[src/rtl/wb_arbiter_pkg.sv]
// Shared definitions for the write-back arbiter.
// - Default geometry: FIFO depth, register data width, register index width.
// - Each queued entry holds a register index and its write data, {reg, data},
//   so one entry is WB_ADDR_W + WB_DATA_W bits wide.
// - free_slots(): the number of slots available for this cycle's enqueues. It
//   includes the slot that the same-cycle pop releases.
package wb_arbiter_pkg;

    localparam int unsigned WB_DEPTH   = 32'd4;
    localparam int unsigned WB_DATA_W  = 32'd16;
    localparam int unsigned WB_ADDR_W  = 32'd4;
    localparam int unsigned WB_ENTRY_W = WB_ADDR_W + WB_DATA_W;

    // The head is popped whenever the queue is non-empty, so its slot can be
    // reused in the same cycle.
    function automatic int unsigned free_slots(input int unsigned occ,
                                               input int unsigned depth);
        free_slots = depth - occ + ((occ != 32'd0) ? 32'd1 : 32'd0);
    endfunction

endpackage

[src/rtl/wb_arbiter_if.sv]
// Bundle of write-back bus signals between the producers, the arbiter and the
// register-file write port.
//   Producer side : mem_valid/mem_reg/mem_data -> mem_ready
//                   alu_valid/alu_reg/alu_data -> alu_ready
//   Write port    : DstReg, WriteReg, DstData (registered)
//   Hazard info   : pending (one bit per register), count (FIFO occupancy)
// The slave modport belongs to the arbiter. The master modport belongs to the
// environment, which drives the requests and observes everything else.
interface wb_arbiter_if
    import wb_arbiter_pkg::*;
#(
    parameter int unsigned DEPTH  = WB_DEPTH,
    parameter int unsigned DATA_W = WB_DATA_W,
    parameter int unsigned ADDR_W = WB_ADDR_W
);
    localparam int unsigned CNT_W = $clog2(DEPTH) + 32'd1;
    localparam int unsigned NREG  = 32'd1 << ADDR_W;

    logic              mem_valid;
    logic              mem_ready;
    logic [ADDR_W-1:0] mem_reg;
    logic [DATA_W-1:0] mem_data;
    logic              alu_valid;
    logic              alu_ready;
    logic [ADDR_W-1:0] alu_reg;
    logic [DATA_W-1:0] alu_data;
    logic [ADDR_W-1:0] DstReg;
    logic              WriteReg;
    logic [DATA_W-1:0] DstData;
    logic [NREG-1:0]   pending;
    logic [CNT_W-1:0]  count;

    modport slave (
        input  mem_valid, mem_reg, mem_data, alu_valid, alu_reg, alu_data,
        output mem_ready, alu_ready, DstReg, WriteReg, DstData, pending, count
    );

    modport master (
        output mem_valid, mem_reg, mem_data, alu_valid, alu_reg, alu_data,
        input  mem_ready, alu_ready, DstReg, WriteReg, DstData, pending, count
    );

endinterface

[src/rtl/wb_fifo.sv]
// Circular write-back queue with two write ports and one read port.
//   clk, rst           : clock, synchronous active-low reset
//   push0/reg0/data0   : first enqueue, which lands at the tail
//   push1/reg1/data1   : second enqueue, which lands just behind push0 when both
//                        ports are active
//   pop                : drop the head entry
//   head_reg/head_data : current head entry
//   count              : occupancy, 0..DEPTH
//   ent_valid/ent_reg  : per-slot occupancy and destination register
// The caller must never push beyond the free space or pop an empty queue.
module wb_fifo
    import wb_arbiter_pkg::*;
#(
    parameter int unsigned DEPTH  = WB_DEPTH,
    parameter int unsigned DATA_W = WB_DATA_W,
    parameter int unsigned ADDR_W = WB_ADDR_W
) (
    input  logic                   clk,
    input  logic                   rst,
    input  logic                   push0,
    input  logic [ADDR_W-1:0]      reg0,
    input  logic [DATA_W-1:0]      data0,
    input  logic                   push1,
    input  logic [ADDR_W-1:0]      reg1,
    input  logic [DATA_W-1:0]      data1,
    input  logic                   pop,
    output logic [ADDR_W-1:0]      head_reg,
    output logic [DATA_W-1:0]      head_data,
    output logic [$clog2(DEPTH):0] count,
    output logic [DEPTH-1:0]       ent_valid,
    output logic [ADDR_W-1:0]      ent_reg [DEPTH]
);
    localparam int unsigned PTR_W = $clog2(DEPTH);
    localparam int unsigned CNT_W = PTR_W + 32'd1;

    logic [ADDR_W-1:0] reg_q  [DEPTH];
    logic [ADDR_W-1:0] reg_d  [DEPTH];
    logic [DATA_W-1:0] data_q [DEPTH];
    logic [DATA_W-1:0] data_d [DEPTH];
    logic [PTR_W-1:0]  wptr_q, wptr_d;
    logic [PTR_W-1:0]  rptr_q, rptr_d;
    logic [CNT_W-1:0]  count_q, count_d;
    logic [PTR_W-1:0]  slot1_s;

    // Next-state for the storage, the pointers and the occupancy.
    always_comb begin
        reg_d   = reg_q;
        data_d  = data_q;
        // push1 shifts back one slot when push0 takes the tail.
        slot1_s = wptr_q + PTR_W'(push0);
        for (int i = 0; i < int'(DEPTH); i++) begin
            if (push0 && (wptr_q == PTR_W'(i))) begin
                reg_d[i]  = reg0;
                data_d[i] = data0;
            end else if (push1 && (slot1_s == PTR_W'(i))) begin
                reg_d[i]  = reg1;
                data_d[i] = data1;
            end else begin
                reg_d[i]  = reg_q[i];
                data_d[i] = data_q[i];
            end
        end
        // Pointer arithmetic wraps naturally because DEPTH is a power of two.
        wptr_d  = wptr_q + PTR_W'(push0) + PTR_W'(push1);
        rptr_d  = rptr_q + PTR_W'(pop);
        count_d = count_q + CNT_W'(push0) + CNT_W'(push1) - CNT_W'(pop);
    end

    // Storage, pointer and occupancy registers.
    always_ff @(posedge clk) begin
        if (!rst) begin
            wptr_q  <= {PTR_W{1'b0}};
            rptr_q  <= {PTR_W{1'b0}};
            count_q <= {CNT_W{1'b0}};
            for (int i = 0; i < int'(DEPTH); i++) begin
                reg_q[i]  <= {ADDR_W{1'b0}};
                data_q[i] <= {DATA_W{1'b0}};
            end
        end else begin
            wptr_q  <= wptr_d;
            rptr_q  <= rptr_d;
            count_q <= count_d;
            reg_q   <= reg_d;
            data_q  <= data_d;
        end
    end

    // A slot is live when its distance from the head is below the occupancy.
    always_comb begin
        logic [PTR_W-1:0] off_v;
        for (int i = 0; i < int'(DEPTH); i++) begin
            off_v        = PTR_W'(i) - rptr_q;
            ent_valid[i] = ({1'b0, off_v} < count_q);
            ent_reg[i]   = reg_q[i];
        end
    end

    assign head_reg  = reg_q[rptr_q];
    assign head_data = data_q[rptr_q];
    assign count     = count_q;

endmodule

[src/rtl/wb_arbiter.sv]
// Write-back arbiter for the single write port of the register file.
//   clk, rst : clock, synchronous active-low reset
//   wb       : slave side of wb_arbiter_if, which carries the producer
//              handshakes, the registered write port (DstReg/WriteReg/DstData),
//              the pending-write mask and the FIFO occupancy
// The memory and ALU producers enqueue into wb_fifo, with memory ahead of the
// ALU in the same cycle. The head retires every cycle the queue is non-empty,
// because the register file never back-pressures.
module wb_arbiter
    import wb_arbiter_pkg::*;
#(
    parameter int unsigned DEPTH  = WB_DEPTH,
    parameter int unsigned DATA_W = WB_DATA_W,
    parameter int unsigned ADDR_W = WB_ADDR_W
) (
    input logic         clk,
    input logic         rst,
    wb_arbiter_if.slave wb
);
    localparam int unsigned CNT_W = $clog2(DEPTH) + 32'd1;
    localparam int unsigned NREG  = 32'd1 << ADDR_W;

    logic [CNT_W-1:0]  count_s;
    logic [DEPTH-1:0]  ent_valid_s;
    logic [ADDR_W-1:0] ent_reg_s [DEPTH];
    logic [ADDR_W-1:0] head_reg_s;
    logic [DATA_W-1:0] head_data_s;
    int unsigned       free_s;
    logic              pop_s;
    logic              mem_ready_s;
    logic              alu_ready_s;
    logic              push_mem_s;
    logic              push_alu_s;
    logic [NREG-1:0]   pending_s;

    logic              write_reg_q, write_reg_d;
    logic [ADDR_W-1:0] dst_reg_q, dst_reg_d;
    logic [DATA_W-1:0] dst_data_q, dst_data_d;

    function automatic logic [NREG-1:0] onehot(input logic [ADDR_W-1:0] idx);
        onehot      = {NREG{1'b0}};
        onehot[idx] = 1'b1;
    endfunction

    // Ready and accept logic. The readies depend only on the occupancy and
    // mem_valid, so there is no loop through alu_valid. The ALU may take the
    // last free slot only when memory is not claiming it.
    always_comb begin
        free_s      = free_slots(32'(count_s), DEPTH);
        pop_s       = (count_s != {CNT_W{1'b0}});
        mem_ready_s = (free_s >= 32'd1);
        alu_ready_s = (free_s >= 32'd2) || ((free_s >= 32'd1) && !wb.mem_valid);
        push_mem_s  = wb.mem_valid && mem_ready_s;
        push_alu_s  = wb.alu_valid && alu_ready_s;
    end

    wb_fifo #(
        .DEPTH  (DEPTH),
        .DATA_W (DATA_W),
        .ADDR_W (ADDR_W)
    ) u_fifo (
        .clk       (clk),
        .rst       (rst),
        .push0     (push_mem_s),
        .reg0      (wb.mem_reg),
        .data0     (wb.mem_data),
        .push1     (push_alu_s),
        .reg1      (wb.alu_reg),
        .data1     (wb.alu_data),
        .pop       (pop_s),
        .head_reg  (head_reg_s),
        .head_data (head_data_s),
        .count     (count_s),
        .ent_valid (ent_valid_s),
        .ent_reg   (ent_reg_s)
    );

    // Write-port next state. Index and data hold while the port is idle.
    always_comb begin
        write_reg_d = 1'b0;
        dst_reg_d   = dst_reg_q;
        dst_data_d  = dst_data_q;
        if (pop_s) begin
            write_reg_d = 1'b1;
            dst_reg_d   = head_reg_s;
            dst_data_d  = head_data_s;
        end else begin
            write_reg_d = 1'b0;
            dst_reg_d   = dst_reg_q;
            dst_data_d  = dst_data_q;
        end
    end

    // Registered write port.
    always_ff @(posedge clk) begin
        if (!rst) begin
            write_reg_q <= 1'b0;
            dst_reg_q   <= {ADDR_W{1'b0}};
            dst_data_q  <= {DATA_W{1'b0}};
        end else begin
            write_reg_q <= write_reg_d;
            dst_reg_q   <= dst_reg_d;
            dst_data_q  <= dst_data_d;
        end
    end

    // Pending mask: every queued destination, plus the one currently driven
    // on the write port. That write is not committed until the next edge.
    always_comb begin
        pending_s = {NREG{write_reg_q}} & onehot(dst_reg_q);
        for (int i = 0; i < int'(DEPTH); i++) begin
            pending_s = pending_s | ({NREG{ent_valid_s[i]}} & onehot(ent_reg_s[i]));
        end
    end

    assign wb.mem_ready = mem_ready_s;
    assign wb.alu_ready = alu_ready_s;
    assign wb.DstReg    = dst_reg_q;
    assign wb.WriteReg  = write_reg_q;
    assign wb.DstData   = dst_data_q;
    assign wb.pending   = pending_s;
    assign wb.count     = count_s;

endmodule

[src/flat_wrapper.sv]
// flat-port wrapper written by rule: the top's interface ports become plain ports
module wb_arbiter_flat import wb_arbiter_pkg::*;
#(
    parameter int unsigned DEPTH  = WB_DEPTH,
    parameter int unsigned DATA_W = WB_DATA_W,
    parameter int unsigned ADDR_W = WB_ADDR_W
)
  (clk, rst, wb_mem_valid, wb_mem_reg, wb_mem_data, wb_alu_valid, wb_alu_reg, wb_alu_data, wb_mem_ready, wb_alu_ready, wb_DstReg, wb_WriteReg, wb_DstData, wb_pending, wb_count);
  wb_arbiter_if #(.DEPTH(DEPTH), .DATA_W(DATA_W), .ADDR_W(ADDR_W)) wb_i ();
  input logic clk;
  input logic rst;
  input wire logic [$bits(wb_i.mem_valid)-1:0] wb_mem_valid;
  input wire logic [$bits(wb_i.mem_reg)-1:0] wb_mem_reg;
  input wire logic [$bits(wb_i.mem_data)-1:0] wb_mem_data;
  input wire logic [$bits(wb_i.alu_valid)-1:0] wb_alu_valid;
  input wire logic [$bits(wb_i.alu_reg)-1:0] wb_alu_reg;
  input wire logic [$bits(wb_i.alu_data)-1:0] wb_alu_data;
  output wire logic [$bits(wb_i.mem_ready)-1:0] wb_mem_ready;
  output wire logic [$bits(wb_i.alu_ready)-1:0] wb_alu_ready;
  output wire logic [$bits(wb_i.DstReg)-1:0] wb_DstReg;
  output wire logic [$bits(wb_i.WriteReg)-1:0] wb_WriteReg;
  output wire logic [$bits(wb_i.DstData)-1:0] wb_DstData;
  output wire logic [$bits(wb_i.pending)-1:0] wb_pending;
  output wire logic [$bits(wb_i.count)-1:0] wb_count;
  assign wb_i.mem_valid = wb_mem_valid;
  assign wb_i.mem_reg = wb_mem_reg;
  assign wb_i.mem_data = wb_mem_data;
  assign wb_i.alu_valid = wb_alu_valid;
  assign wb_i.alu_reg = wb_alu_reg;
  assign wb_i.alu_data = wb_alu_data;
  assign wb_mem_ready = wb_i.mem_ready;
  assign wb_alu_ready = wb_i.alu_ready;
  assign wb_DstReg = wb_i.DstReg;
  assign wb_WriteReg = wb_i.WriteReg;
  assign wb_DstData = wb_i.DstData;
  assign wb_pending = wb_i.pending;
  assign wb_count = wb_i.count;
  wb_arbiter #(.DEPTH(DEPTH), .DATA_W(DATA_W), .ADDR_W(ADDR_W)) u_core (.clk(clk), .rst(rst), .wb(wb_i));
endmodule
[config.mk]
export PLATFORM = sky130hd
export DESIGN_NAME = wb_arbiter_flat
export DESIGN_NICKNAME = d
export VERILOG_FILES = /design/src/rtl/wb_arbiter_pkg.sv /design/src/rtl/wb_arbiter_if.sv /design/src/rtl/wb_fifo.sv /design/src/rtl/wb_arbiter.sv /design/src/flat_wrapper.sv
export SDC_FILE = /design/constraint.sdc
export NUM_CORES = 1
export LEC_CHECK = 0
export ABC_AREA = 1
export BUFFER_PORTS_ARGS = -buffer_cell sky130_fd_sc_hd__buf_2
export CORE_UTILIZATION = 55
export DETAILED_ROUTE_END_ITERATION = 8
export PLACE_DENSITY = 0.75
export SLEW_MARGIN = 20
export SYNTH_ARGS = -nofsm -noshare
export SYNTH_HDL_FRONTEND = slang
export SYNTH_HIERARCHICAL = 1
export SYNTH_SLANG_ARGS = --single-unit
export TNS_END_PERCENT = 1
[constraint.sdc]
create_clock -name clk -period 4 [get_ports clk]
set_input_delay 1 -clock clk [delete_from_list [all_inputs] [get_ports clk]]
set_output_delay 1 -clock clk [all_outputs]
set_load 0.02 [all_outputs]
# ---- Word level (Yosys, flattened, before mapping)
# Cells that the tools add are included.
# Widths: inputs -> output; s select.
dict set report op_classes {
  addsub 12
  magnitude_cmp 17
  eq_ne 6
  n_mux 34
  bitwise_logic 10
  reduce_logical 25
}
# op count
set ops {}
lappend ops {{$mux 16} 10}
lappend ops {{$and 16x16->16} 5}
lappend ops {{$or 16x16->16} 4}
lappend ops {{$mux 4} 10}
lappend ops {{$add 32x32->32} 1}
lappend ops {{$bmux 16 s2} 1}
lappend ops {{$ge 32x1->1 const B} 1}
lappend ops {{$ge 32x2->1 const B} 1}
lappend ops {{$lt 4x5->1 const B} 5}
lappend ops {{$demux 1 s4} 5}
lappend ops {{$ge 4x1->1 const B} 5}
lappend ops {{$logic_and 1x1->1} 16}
lappend ops {{$lt 2x3->1} 4}
lappend ops {{$bmux 4 s2} 1}
lappend ops {{$eq 2x2->1 const B} 4}
lappend ops {{$reduce_bool 2->1} 4}
lappend ops {{$mux 1} 7}
lappend ops {{$add 2x1->2} 3}
lappend ops {{$add 3x1->3} 2}
lappend ops {{$eq 2x1->1 const B} 2}
lappend ops {{$logic_not 2->1} 2}
lappend ops {{$sub 1x2->2 const A} 2}
lappend ops {{$sub 2x2->2 const A} 2}
lappend ops {{$sub 3x3->4 const A} 1}
lappend ops {{6 further kinds} 6}
dict set report word_totals {
  reg_bits 108
  inputBits 44
  output_inout_bits 42
}

# ---- Longest topological paths before layout
# Gate-level depths: netlist of the first run.
dict set report depth {
  depth_word 10
  ltp_mapped 21
}

# ---- Cells and area by module
# Netlist of the first run, hierarchy kept.
# module instances cells_per_inst area_each_um2
set modules_own_cells {}
lappend modules_own_cells {wb_fifo 1 957 5688.0}
lappend modules_own_cells {wb_arbiter 1 314 1781.7}

# ---- Worst setup path before layout of the first run
# No wires, ideal clock.
dict set report synth_path {
  path_kind {register to register}
  start {register u_core.u_fifo.count_q[0] (netlist: u_core/u_fifo/count[0])}
  end {register u_core.u_fifo.count_q[2] (netlist: u_core/u_fifo/count[2])}
  arrival_time_ps 3468
  path_slack_ps 462
  path_stages_with_launch 21
  period_less_slack_ps 3538
  cell_sequence {dfxtp_1 inv_1 ha_1 ha_1 buf_2 inv_2 buf_4 ha_1 ha_1 xor2_1 nand3_1 nor2_1 nor2_1 inv_1 ha_1 inv_1 fa_1 fa_1 inv_1 nand2_1 a21oi_1}
}
dict set report synth_between {
  elab_chain_cells 9
  word_cells_on_any_way 13
  classes_between {add/sub (5); order compare (2); mux (1); reduce/logical (5)}
}
# element line
set synth_rtl {}
lappend synth_rtl {{start, declared} wb_fifo.sv:42} ;# logic [CNT_W-1:0] count_q, count_d;
lappend synth_rtl {{start signal, assigned} wb_fifo.sv:74} ;# count_q <= {CNT_W{1'b0}};
lappend synth_rtl {{start signal, assigned} wb_fifo.sv:82} ;# count_q <= count_d;
lappend synth_rtl {{$reduce_bool 3->1 *} wb_arbiter.sv:50} ;# pop_s = (count_s != {CNT_W{1'b0}});
lappend synth_rtl {{net u_core.pop_s} wb_arbiter.sv:29} ;# logic pop_s;
lappend synth_rtl {{$mux 1 *} wb_arbiter_pkg.sv:18} ;# free_slots = depth - occ + ((occ != 32'd0) ? 32'd1 : 32'd0);
lappend synth_rtl {{$add 32x32->32 *} wb_arbiter_pkg.sv:18}
lappend synth_rtl {{$ge 32x1->1} {wb_arbiter.sv:51, wb_arbiter.sv:52}}
lappend synth_rtl {{$logic_and 1x1->1} wb_arbiter.sv:52} ;# alu_ready_s = (free_s >= 32'd2) || ((free_s >= 32'd1) && !wb.mem_valid);
lappend synth_rtl {{$logic_or 1x1->1 *} wb_arbiter.sv:52}
lappend synth_rtl {{$logic_and 1x1->1 *} wb_arbiter.sv:54} ;# push_alu_s = wb.alu_valid && alu_ready_s;
lappend synth_rtl {{net u_core.push_alu_s} wb_arbiter.sv:33} ;# logic push_alu_s;
lappend synth_rtl {{$add 3x1->3 *} wb_fifo.sv:66} ;# count_d = count_q + CNT_W'(push0) + CNT_W'(push1) - CNT_W'(pop);
lappend synth_rtl {{$sub 3x1->3 *} wb_fifo.sv:66}
# Mark *: on every way through the listed nets, which the timed path passes. The rest lies on a longest branch.
# A chain may end at the register's enable or synchronous reset.

# ---- Worst setup path in the final report of the first run
dict set report layout_path {
  start {register u_core.u_fifo.count_q[1] (netlist: u_core/u_fifo/count[1])}
  end {register u_core.u_fifo.reg_q, in the netlist u_core/u_fifo/ent_reg[7]}
}
dict set report layout_between {
  elab_chain_cells 9
  word_cells_on_any_way 16
  classes_between {add/sub (3); order compare (2); eq/ne (1); mux (2); reduce/logical (8)}
}
# element line
set layout_rtl {}
lappend layout_rtl {{branches (longest 2 deep; another with $sub 3x3->4)} --}
lappend layout_rtl {{$add 32x32->32 *} wb_arbiter_pkg.sv:18}
lappend layout_rtl {{$ge 32x1->1 *} wb_arbiter.sv:51} ;# mem_ready_s = (free_s >= 32'd1);
lappend layout_rtl {{$logic_and 1x1->1 *} wb_arbiter.sv:53} ;# push_mem_s = wb.mem_valid && mem_ready_s;
lappend layout_rtl {{net u_core.push_mem_s} wb_arbiter.sv:32} ;# logic push_mem_s;
lappend layout_rtl {{$add 2x1->2} wb_fifo.sv:50} ;# slot1_s = wptr_q + PTR_W'(push0);
lappend layout_rtl {{$eq 2x2->1} wb_fifo.sv:55} ;# end else if (push1 && (slot1_s == PTR_W'(i))) begin
lappend layout_rtl {{$logic_and 1x1->1} wb_fifo.sv:55}
lappend layout_rtl {{$reduce_bool 2->1 (no line)} --}
lappend layout_rtl {{end signal, assigned by index} wb_fifo.sv:76} ;# reg_q[i] <= {ADDR_W{1'b0}};
lappend layout_rtl {{end signal, assigned} wb_fifo.sv:83} ;# reg_q <= reg_d;
lappend layout_rtl {{end, declared} wb_fifo.sv:36} ;# logic [ADDR_W-1:0] reg_q [DEPTH];
# Mark *: on every way through the listed nets, which the timed path passes.

==> metrics.md, run 1 <==
| Metric | Value |
|---|---|
| Area leader, netlist | dfxtp_1 |
| First-pass GRT wire length | 36,700 um |
| Largest family of logic cells by synthesized area | simple AND/OR/NAND/NOR gates |
| Net Sw Frac | 51.8% |
| Initial DRT Pass Iterations | 5 |
| Max FFs per register | 64 |
| Gpl congestion | 0.990 |
| Mapped Area | 7470 um^2 |
| DP HPWL | 15,000 um |
| Clk_skew | 0.00748 ns |
| Drt drc | 0 |
| Seq cells post-synth | 108 |
| Die Ht | 119 um |
| Die Area | 14,100 um^2 |
| Number of H-tree levels | 3 |
| Top_reg_cell synth | dfxtp_1 |
| Clock Sinks | 108 |
| Total Routing Usage GR | 32.6% |
| Metal-1 WL | 10,100 um |
| Complex-gate fraction of the synthesized area | 9.73% |
| CTS resizes | 0 |
| Avg WL per Cell | 15.1 um |
| Clock buffer depth | 2 |
| Vias in the first global route | 7,337 |
| Synth top area share | 28.9% |
| Worst setup EP type | register |
| Core ar. | 13,200 um^2 |
| GRT overflow | 0 |
| Power Total | 7.10 mW |
| Starting density of the core | 56.4% |
| Combinational fraction of design power | 60.3% |
| Via Count | 8,223 |
| CP Max Fanout | 30 |
| Crit-path cells | inv_1 -> ha_1 -> ha_1 -> inv_2 -> ha_1 -> ha_1 -> xor2_1 -> nand3_1 -> nor2_1 -> nor2_4 -> ha_1 -> nor2_2 -> nand3_1 -> buf_12 -> nand3_1 -> nand2_1 -> nor2_1 |
| Top cell by count, worst path | ha_1 |
| Post-layout util | 62.7% |
| Mux cell area share after synthesis | 0% |
| Area grow syn2layout | 11.1% |
| Leading cell type by number of instances after synthesis | nand2_1 |
| # IOs | 86 |
| Critical path arrival | 3.88 ns |
| P_int | 3.42 mW |
| CP delay by family, top | simple AND/OR/NAND/NOR gates |
| Root Buffer | clkbuf_16 |
| Reg clk slew, reported paths | 0.08 ns |
| Seq pwr share | 26.2% |
| Number of flops mapped to enable cells by yosys | 0 |
| Warnings, synthesis | 6 |
| Post-layout nets | 1,362 |
| PwrDens | 856 nW/um^2 |
| Post-synthesis adder-cell area fraction | 2.55% |
| Tmin final | 3.58 ns |
| Row cnt | 42 |
| LEAKAGE | 4.23 nW |
| Die width | 119 um |
| Register area share after synthesis | 28.9% |
| Synth area leaders | dfxtp_1 29%, nand2_1 18%, nor2_1 9.2%, nand3_1 8.7%, inv_1 6.6% |
| Worst Hold Class | register to register |
| Synth async-reset ratio | 0% |
| Via-per-instance ratio | 5.54 |
| CP Launch Type | register |
| Slowest cell on crit path | nand3_1 |
| CTS tree | yes |
| Share of cells above drive strength 1 | 12.6% |
| Post-CTS Setup Inserts | 0 |
| Max-cap violations | 0 |
| Actual slew at the worst max-slew pin | 1.01 ns |
| PortBufs | 85 |
| Most frequent cells after synthesis | 367 x nand2_1, 184 x nor2_1, 131 x inv_1, 130 x nand3_1, 108 x dfxtp_1 |
| DRT iter0 DRCs | 773 |
| Syn nets | 1,329 |
| Inserted Diodes | 0 |
| Slowest stage delay, CP | 0.45 ns |
| Buf/Inv on CP | 3 |
| Synth Area per Inst | 5.88 um^2 |
| Crit Path Class | register to register |
| Final TNS setup | 0 ns |
| Period utilization | 89.4% |
| Fmax | 280 MHz |
| Post-Synthesis Cells | 1,271 |
| Remaining antenna violation count after routing | 0 |
| Synth cell types | 32 |
| Hold Violations, Final | 0 |
| Top routing layer in use | met4 |
| Clock share of power | 13.5% |
| Number of setup violations in the final report | 0 |
| Simple-Gate Fraction of Synth Area | 45.1% |
| Initial antenna violation count | 0 |
| VDD IR max | 379 uV |
| Slew Viols, Final | 0 |
| CTS Buf Count | 9 |
| Clock Latency Late Sink | 0.36 ns |
| Detailed Route WL | 22,500 um |
| CP required | 4.30 ns |
| Net switching power | 3.68 mW |
| RSZ-0062 raised after global routing | no |
| Largest net degree at the start of global routing | 54 |
| Slew HR | 32.2% |
| Xor-xnor portion of the synthesized cell area | 0.469% |
| Run status | finished, final reports clean |
| Met3 wire len | 1890 um |
| Met2 wire length | 9860 um |
| CTS Hold Bufs | 0 |
==> tightest hold or removal path: cells and delay by family (launching register included) <==
family / cells / cell delay (ns)
AND/OR/NAND/NOR: 2 / 0.12
flip-flops: 1 / 0.33
==> layer usage <==
layer  vias to the layer above  global-route usage [%]
li1                       4131                       -
met1                      3669                    45.3
met2                       368                    51.2
met3                        55                    5.36
met4                         0                    10.9
met5                         -                       0
==> cell families after synthesis <==
logic type | Yosys count
AO/OA/AOI/OAI | 129
XOR/XNOR | 4
adder cells (fa/ha/maj) | 14
buffers and inverters | 236
flip-flops | 108
AND/OR/NAND/NOR | 780
==> power groups by stage <==
stage                     clock (mW)  sequential (mW)  combinational [mW]
after floorplan                    0             1.95                3.04
after global placement             0             1.87                4.15
after detailed placement           0             1.88                4.21
after CTS                      0.969             1.86                4.23
after global routing            1.02             1.93                4.79
final                          0.958             1.86                4.28
==> through the flow <==
step	area, um^2	hold WS (ns)	setup WS [ns]	instances
floorplan	7470	0.521	0.462	1271
global placement	7970	0.458	0.580	1469
detailed placement	7980	0.468	0.532	1469
CTS	8300	0.487	0.473	1485
global route	8300	0.505	0.192	1485
finish	8300	0.482	0.424	1485
==> layout by cell type (no fill, tap or decap), drive strengths merged, types with 20 or more instances in the layout <==
cell type	synthesis	routed
nand4	66	66
o2111ai	20	20
dfxtp	108	108
nor2	191	191
a21oi	86	86
o21ai	22	22
nand3	133	133
inv	148	151
nand2	369	369
buf	60	110
==> area by class of cell <==
| cell class | instances | area (um^2) |
|---|---|---|
| Clock buffer | 9 | 225 |
| Multi-Input combinational cell | 927 | 4340 |
| Tap cell | 176 | 220 |
| Clock inverter | 7 | 92.6 |
| Inverter | 148 | 561 |
| Sequential cell | 108 | 2160 |
| Timing Repair Buffer | 110 | 701 |
| Fill cell | 1342 | 4940 |
==> worst paths after layout <==
kind | from | to | slack (ns) | cells past startpoint
hold reg to reg | u_core/wb.DstData[1] | u_core/wb.DstData[1] | 0.48 | 2
hold / removal | u_core/wb.DstData[1] | u_core/wb.DstData[1] | 0.48 | 2
setup / recovery | u_core/u_fifo/count[1] | u_core/u_fifo/ent_reg[7] | 0.42 | 17
setup reg to reg | u_core/u_fifo/count[1] | u_core/u_fifo/ent_reg[7] | 0.42 | 17
No activity file was read; power rests on OpenSTA's default activity.
==> run 2, diff against run 1 <==
--- a/config.mk
+++ b/config.mk
@@ -6,7 +6,7 @@
 export NUM_CORES = 1
 export LEC_CHECK = 0
 export ABC_AREA = 1
-export BUFFER_PORTS_ARGS = -buffer_cell sky130_fd_sc_hd__buf_2
+export BUFFER_PORTS_ARGS = -buffer_cell sky130_fd_sc_hd__buf_4
 export CORE_UTILIZATION = 55
 export DETAILED_ROUTE_END_ITERATION = 8
 export PLACE_DENSITY = 0.75
==> run 2 against run 1 <==
Against the previous run: via count decreased by 1.9%; register-to-register slack about the same; final area increased by 2.0%; sequential cell count unchanged; critical path depth decreased by 8; maximum frequency decreased by 2.1%.
==> metrics.md, run 2 (synthesized netlist as in run 1, its figures left out) <==
| Metric | Value |
|---|---|
| Run status | finished, final reports clean (unchanged) |
| Final TNS setup | 0 ns (unchanged) |
| Remaining antenna violation count after routing | 0 (unchanged) |
| PwrDens | 852 nW/um^2 (was 856 nW/um^2) |
| R2r setup slk | 0.41 ns (was 0.42 ns) |
| Clock Sinks | 108 (unchanged) |
| VDD IR max | 377 uV (was 379 uV) |
| CP Launch Type | register (unchanged) |
| Inserted Diodes | 0 (unchanged) |
| Worst Hold Class | register to register (unchanged) |
| Drt drc | 0 (unchanged) |
| Row cnt | 42 (unchanged) |
| Post-layout nets | 1,359 (was 1,362) |
| Total Routing Usage GR | 32.0% (was 32.6%) |
| Vias in the first global route | 7,160 (was 7,337) |
| Slew HR | 30.4% (was 32.2%) |
| Die Area | 14,100 um^2 (unchanged) |
| Largest net degree at the start of global routing | 72 (was 54) |
| CTS tree | yes (unchanged) |
| GRT overflow | 0 (unchanged) |
| DP HPWL | 15,000 um (about the same) |
| Critical path arrival | 2.65 ns (was 3.88 ns) |
| Reg-to-Reg Start | u_core/u_fifo/count[1] (unchanged) |
| Die width | 119 um (unchanged) |
| Fmax | 274 MHz (was 280 MHz) |
| Clock share of power | 13.9% (was 13.5%) |
| Net Sw Frac | 50.3% (was 51.8%) |
| Combinational fraction of design power | 60.0% (was 60.3%) |
| WHS Endpoint | u_core/wb.DstData[3] (was u_core/wb.DstData[1]) |
| Actual slew at the worst max-slew pin | 1.04 ns (was 1.01 ns) |
| Root Buffer | clkbuf_16 (unchanged) |
| Worst setup EP type | primary output (was register) |
| Period utilization | 91.3% (was 89.4%) |
| Tmin final | 3.65 ns (was 3.58 ns) |
| Via-per-instance ratio | 5.44 (was 5.54) |
| Gpl congestion | 0.919 (was 0.990) |
| Seq pwr share | 26.1% (was 26.2%) |
| Fillers | 1,334 (was 1,342) |
| CP Max Fanout | 9 (was 30) |
| Hold Path Depth | 2 (unchanged) |
| Net switching power | 3.63 mW (was 3.68 mW) |
| Post-layout util | 63.9% (was 62.7%) |
| Area grow syn2layout | 13.4% (was 11.1%) |
| Share of cells above drive strength 1 | 12.6% (about the same) |
| Clock Latency Late Sink | 0.36 ns (about the same) |
| Via Count | 8,065 (was 8,223) |
| Avg WL per Cell | 15.1 um (about the same) |
| Most common cell after layout, fill and taps aside | nand2_1 (unchanged) |
| Worst r2r dst | u_core/u_fifo/data_q[38] (was u_core/u_fifo/ent_reg[7]) |
| P_int | 3.58 mW (was 3.42 mW) |
| PortBufs | 85 (unchanged) |
| DRT iter0 DRCs | 748 (was 773) |
| Most frequent cells in the layout | 367 x nand2_1, 182 x nor2_1, 131 x inv_1 (was 367 x nand2_1, 183 x nor2_1, 131 x inv_1) |
| Clock buffer depth | 2 (unchanged) |
| Die Ht | 119 um (unchanged) |
| Core ar. | 13,200 um^2 (unchanged) |
| Worst R2R Path Depth | 17 (unchanged) |
| Detailed Route WL | 22,400 um (was 22,500 um) |
| # IOs | 86 (unchanged) |
| Starting density of the core | 56.4% (unchanged) |
| Number of setup violations in the final report | 0 (unchanged) |
| Initial DRT Pass Iterations | 5 (unchanged) |
| Slew Viols, Final | 0 (unchanged) |
| CP required | 3.00 ns (was 4.30 ns) |
| Crit Path Class | register to primary output (was register to register) |
| Max FFs per register | 64 (unchanged) |
| CTS Buf Count | 9 (unchanged) |
| Hold Violations, Final | 0 (unchanged) |
| Hold path startpoint | u_core/wb.DstData[3] (was u_core/wb.DstData[1]) |
| Initial antenna violation count | 0 (unchanged) |
| Reg clk slew, reported paths | 0.07 ns (was 0.08 ns) |
| LEAKAGE | 4.25 nW (was 4.23 nW) |
| Clk_skew | 0.00579 ns (was 0.00748 ns) |
| Post-CTS Setup Inserts | 0 (unchanged) |
| Max-cap violations | 0 (unchanged) |
| RSZ-0062 raised after global routing | no (unchanged) |
| Number of H-tree levels | 3 (unchanged) |
| First-pass GRT wire length | 35,800 um (was 36,700 um) |
[run 2: cell type report]
class	instances	area, um^2	area share [%]
sequential	108	2160	25.5
multi-input combinational	927	4340	51.2
clock buffer	10	239	2.82
inverter	148	561	6.62
tap	176	220	2.60
clock inverter	6	93.8	1.11
timing repair buffer	107	853	10.1
[run 2: power by group through the flow]
stage,clock [mW],combinational [mW],sequential [mW]
2_1_floorplan,0,3.04,1.95
3_3_place_gp,0,4.21,1.89
3_5_place_dp,0,4.25,1.90
4_1_cts,1.02,4.27,1.88
5_1_grt,1.05,4.80,1.94
6_report,1.00,4.32,1.88
[run 2: critical path: stages, from the launching register on]
cell and delay (ns):
dfxtp_1 0.42, inv_1 0.16, ha_1 0.33, a21oi_1 0.04
o21bai_1 0.58, inv_2 0.09, nor3_2 0.27, a21oi_1 0.16
nand3_1 0.09, buf_4 0.14
[run 2: routing by layer]
metal	global-route usage, %	vias to the layer above	wire [um]
li1	-	4130	-
met3	4.73	28	1800
met2	50.7	335	10100
met1	43.8	3572	10000
met5	0	-	0
met4	11.9	0	420
[run 2: worst max-delay path by stage]
| stage | from | endpoint | slack (ns) | depth (start not counted) |
|---|---|---|---|---|
| floorplan | u_core/u_fifo/count[0] | u_core/u_fifo/count[2] | 0.46 | 20 |
| global placement | u_core/u_fifo/count[1] | u_core/u_fifo/ent_reg[12] | 0.45 | 17 |
| detailed placement | u_core/u_fifo/count[1] | u_core/u_fifo/data_q[61] | 0.29 | 17 |
| CTS | u_core/u_fifo/count[1] | u_core/u_fifo/data_q[61] | 0.28 | 17 |
| global route | u_core/u_fifo/count[1] | u_core/u_fifo/data_q[34] | 0.11 | 17 |
| finish | u_core/u_fifo/count[1] | wb_pending[8] | 0.35 | 9 |
[run 2: metrics by stage]
step | setup WS (ns) | area [um^2] | total power, mW | cells | hold slack, ns
floorplan | 0.462 | 7470 | 4.99 | 1271 | 0.521
global placement | 0.449 | 8130 | 6.10 | 1466 | 0.464
detailed placement | 0.286 | 8130 | 6.15 | 1466 | 0.478
CTS | 0.283 | 8460 | 7.17 | 1482 | 0.494
global route | 0.112 | 8470 | 7.79 | 1482 | 0.524
finish | 0.347 | 8470 | 7.21 | 1482 | 0.490
[run 2: what timing repair did]
item,in CTS,in global routing
resized for setup,0,1
hold buffers,0,0
setup endpoints to repair,0,10
==> run 3, diff against run 2 <==
--- a/config.mk
+++ b/config.mk
@@ -7,9 +7,9 @@
 export LEC_CHECK = 0
 export ABC_AREA = 1
 export BUFFER_PORTS_ARGS = -buffer_cell sky130_fd_sc_hd__buf_4
-export CORE_UTILIZATION = 55
+export CORE_UTILIZATION = 60
 export DETAILED_ROUTE_END_ITERATION = 8
-export PLACE_DENSITY = 0.75
+export PLACE_DENSITY = 0.81
 export SLEW_MARGIN = 20
 export SYNTH_ARGS = -nofsm -noshare
 export SYNTH_HDL_FRONTEND = slang
==> run 3 against run 2 <==
Against the previous run: sequential power about the same; sequential share of layout area up 0.21 points; worst setup slack better by 0.11 ns; clock-buffer cell count up 2; via count up 1.5%; die area down 8.2%; first-iteration DRC count up 1.2%; combinational power about the same; total power down 1.6%; critical path type unchanged.
==> metrics.md, run 3 (synthesized netlist as in run 1, its figures left out) <==
| Metric | Value |
|---|---|
| Run status | finished, final reports clean (unchanged) |
| RSZ-0062 raised after global routing | no (unchanged) |
| Hold path startpoint | u_core/wb.DstData[11] (was u_core/wb.DstData[3]) |
| Most frequent cells in the layout | 367 x nand2_1, 182 x nor2_1, 131 x inv_1 (unchanged) |
| Net Sw Frac | 51.1% (was 50.3%) |
| Top cell by count, worst path | a21oi_1 (unchanged) |
| Via-per-instance ratio | 5.57 (was 5.44) |
| CTS Buf Count | 9 (unchanged) |
| Starting density of the core | 61.9% (was 56.4%) |
| Vias in the first global route | 7,166 (was 7,160) |
| Post-route insts no fill | 1,471 (was 1,482) |
| Actual slew at the worst max-slew pin | 1.11 ns (was 1.04 ns) |
| # IOs | 86 (unchanged) |
| VDD IR max | 520 uV (was 377 uV) |
| Via Count | 8,190 (was 8,065) |
| Final WS setup | 0.456 ns (was 0.347 ns) |
| Row cnt | 40 (was 42) |
| Seq pwr share | 26.5% (was 26.1%) |
| Net switching power | 3.62 mW (was 3.63 mW) |
| Gpl congestion | 0.939 (was 0.919) |
| CP Launch Type | register (unchanged) |
| Final TNS setup | 0 ns (unchanged) |
| Clock buffer depth | 2 (unchanged) |
| Clock share of power | 12.4% (was 13.9%) |
| Max FFs per register | 64 (unchanged) |
| Die Ht | 114 um (was 119 um) |
| Inserted Diodes | 0 (unchanged) |
| Critical path arrival | 2.54 ns (was 2.65 ns) |
| CP Max Fanout | 9 (unchanged) |
| Detailed Route WL | 22,200 um (was 22,400 um) |
| CTS resizes | 0 (unchanged) |
| Area grow syn2layout | 12.4% (was 13.4%) |
| Largest net degree at the start of global routing | 84 (was 72) |
| DRT iter0 DRCs | 757 (was 748) |
| Cell Area, Placed | 8110 um^2 (was 8130 um^2) |
| Tmin final | 3.54 ns (was 3.65 ns) |
| Avg WL per Cell | 15.1 um (about the same) |
| Slowest cell on crit path | o21bai_1 (unchanged) |
| P_int | 3.47 mW (was 3.58 mW) |
| CTS Hold Bufs | 0 (unchanged) |
| Combinational fraction of design power | 61.2% (was 60.0%) |
| Total Routing Usage GR | 35.2% (was 32.0%) |
| CTS tree | yes (unchanged) |
| Slew HR | 25.9% (was 30.4%) |
| Die width | 114 um (was 119 um) |
| Initial antenna violation count | 0 (unchanged) |
| Root Buffer | clkbuf_16 (unchanged) |
| Clock Sinks | 108 (unchanged) |
| Initial DRT Pass Iterations | 5 (unchanged) |
| Worst setup EP type | primary output (unchanged) |
| Max-cap violations | 0 (unchanged) |
| Fmax | 282 MHz (was 274 MHz) |
| Post-layout nets | 1,356 (was 1,359) |
| Placed cells | 1,455 (was 1,466) |
| First-pass GRT wire length | 35,900 um (was 35,800 um) |
| Reg clk slew, reported paths | 0.07 ns (about the same) |
| PwrDens | 845 nW/um^2 (was 852 nW/um^2) |
| Power Total | 7.09 mW (was 7.21 mW) |
| Worst Hold Class | register to register (unchanged) |
| Number of H-tree levels | 3 (unchanged) |
| Period utilization | 88.6% (was 91.3%) |
| DP HPWL | 14,200 um (was 15,000 um) |
| Post-layout util | 69.6% (was 63.9%) |
| Design area | 8400 um^2 (was 8470 um^2) |
| Clock Latency Late Sink | 0.36 ns (about the same) |
| CP required | 3.00 ns (about the same) |
| LEAKAGE | 4.22 nW (was 4.25 nW) |
| Drt drc | 0 (unchanged) |
| Post-CTS Setup Inserts | 0 (unchanged) |
| Die Area | 12,900 um^2 (was 14,100 um^2) |
| Core ar. | 12,100 um^2 (was 13,200 um^2) |
| PortBufs | 85 (unchanged) |
| Number of setup violations in the final report | 0 (unchanged) |
| Pre-CTS setup slack | 0.557 ns (was 0.286 ns) |
| Hold Violations, Final | 0 (unchanged) |
| Crit path launch | u_core/u_fifo/count[1] (unchanged) |
| Crit Path Class | register to primary output (unchanged) |
| Reg-to-Reg Start | u_core/u_fifo/count[1] (unchanged) |
| Slowest stage delay, CP | 0.52 ns (was 0.58 ns) |
| Hold slack | 0.481 ns (was 0.490 ns) |
| Share of cells above drive strength 1 | 12.2% (was 12.6%) |
| Clk_skew | 0.0112 ns (was 0.00579 ns) |
| Most common cell after layout, fill and taps aside | nand2_1 (unchanged) |
| Crit-path cells | inv_1 -> ha_1 -> a21oi_1 -> o21bai_1 -> inv_2 -> nor3_2 -> a21oi_1 -> nand3_1 -> buf_4 (unchanged) |
| Slew Viols, Final | 0 (unchanged) |
| GRT overflow | 0 (unchanged) |
| Remaining antenna violation count after routing | 0 (unchanged) |
[run 3: cell types whose count changed in the layout (fill, tap and decap cells not counted), sizes merged]
| cell | delta |
|---|---|
| buf | -3 |
| clkinv | +1 |
| inv | -1 |
| bufinv | -2 |
| clkbuf | +2 |
[run 3: power by group through the flow]
| stage | Clock [mW] | Combinational, mW | Sequential [mW] |
|---|---|---|---|
| after global placement | 0 | 4.20 | 1.88 |
| after detailed placement | 0 | 4.24 | 1.89 |
| final | 0.877 | 4.34 | 1.88 |
| after floorplan | 0 | 3.04 | 1.95 |
| after CTS | 0.890 | 4.27 | 1.87 |
| after global routing | 0.935 | 4.84 | 1.94 |
[run 3: critical path, delay by kind of cell (launching register included)]
family / cells / cell delay, ns
and+or+nand+nor: 2 / 0.35
buffers and inverters: 3 / 0.41
AOI/OAI and AO/OA: 3 / 0.68
DFF: 1 / 0.42
adders and majority gates: 1 / 0.33
[run 3: layer usage]
metal / global-route usage (%) / vias up / wire length [um]
met1: 48.5 / 3602 / 9460
met4: 12.6 / 0 / 499
met3: 5.15 / 45 / 2250
li1: - / 4120 / -
met2: 56.0 / 423 / 9990
met5: 0 / - / 0
[run 3: path summary, 6_finish.rpt]
kind | endpoint | slack, ns | cells after the start
max | wb_pending[8] | 0.46 | 9
min | u_core/wb.DstData[11] | 0.48 | 2
max reg2reg | u_core/u_fifo/ent_reg[12] | 0.47 | 16
min reg2reg | u_core/wb.DstData[11] | 0.48 | 2
[run 3: layout make-up]
type,instances,area (um^2)
sequential,108,2160
inverter,148,561
fill,1134,3660
clock buffer,12,256
clock inverter,4,31.3
tap,168,210
multi-input combinational,927,4330
timing repair buffer,104,843
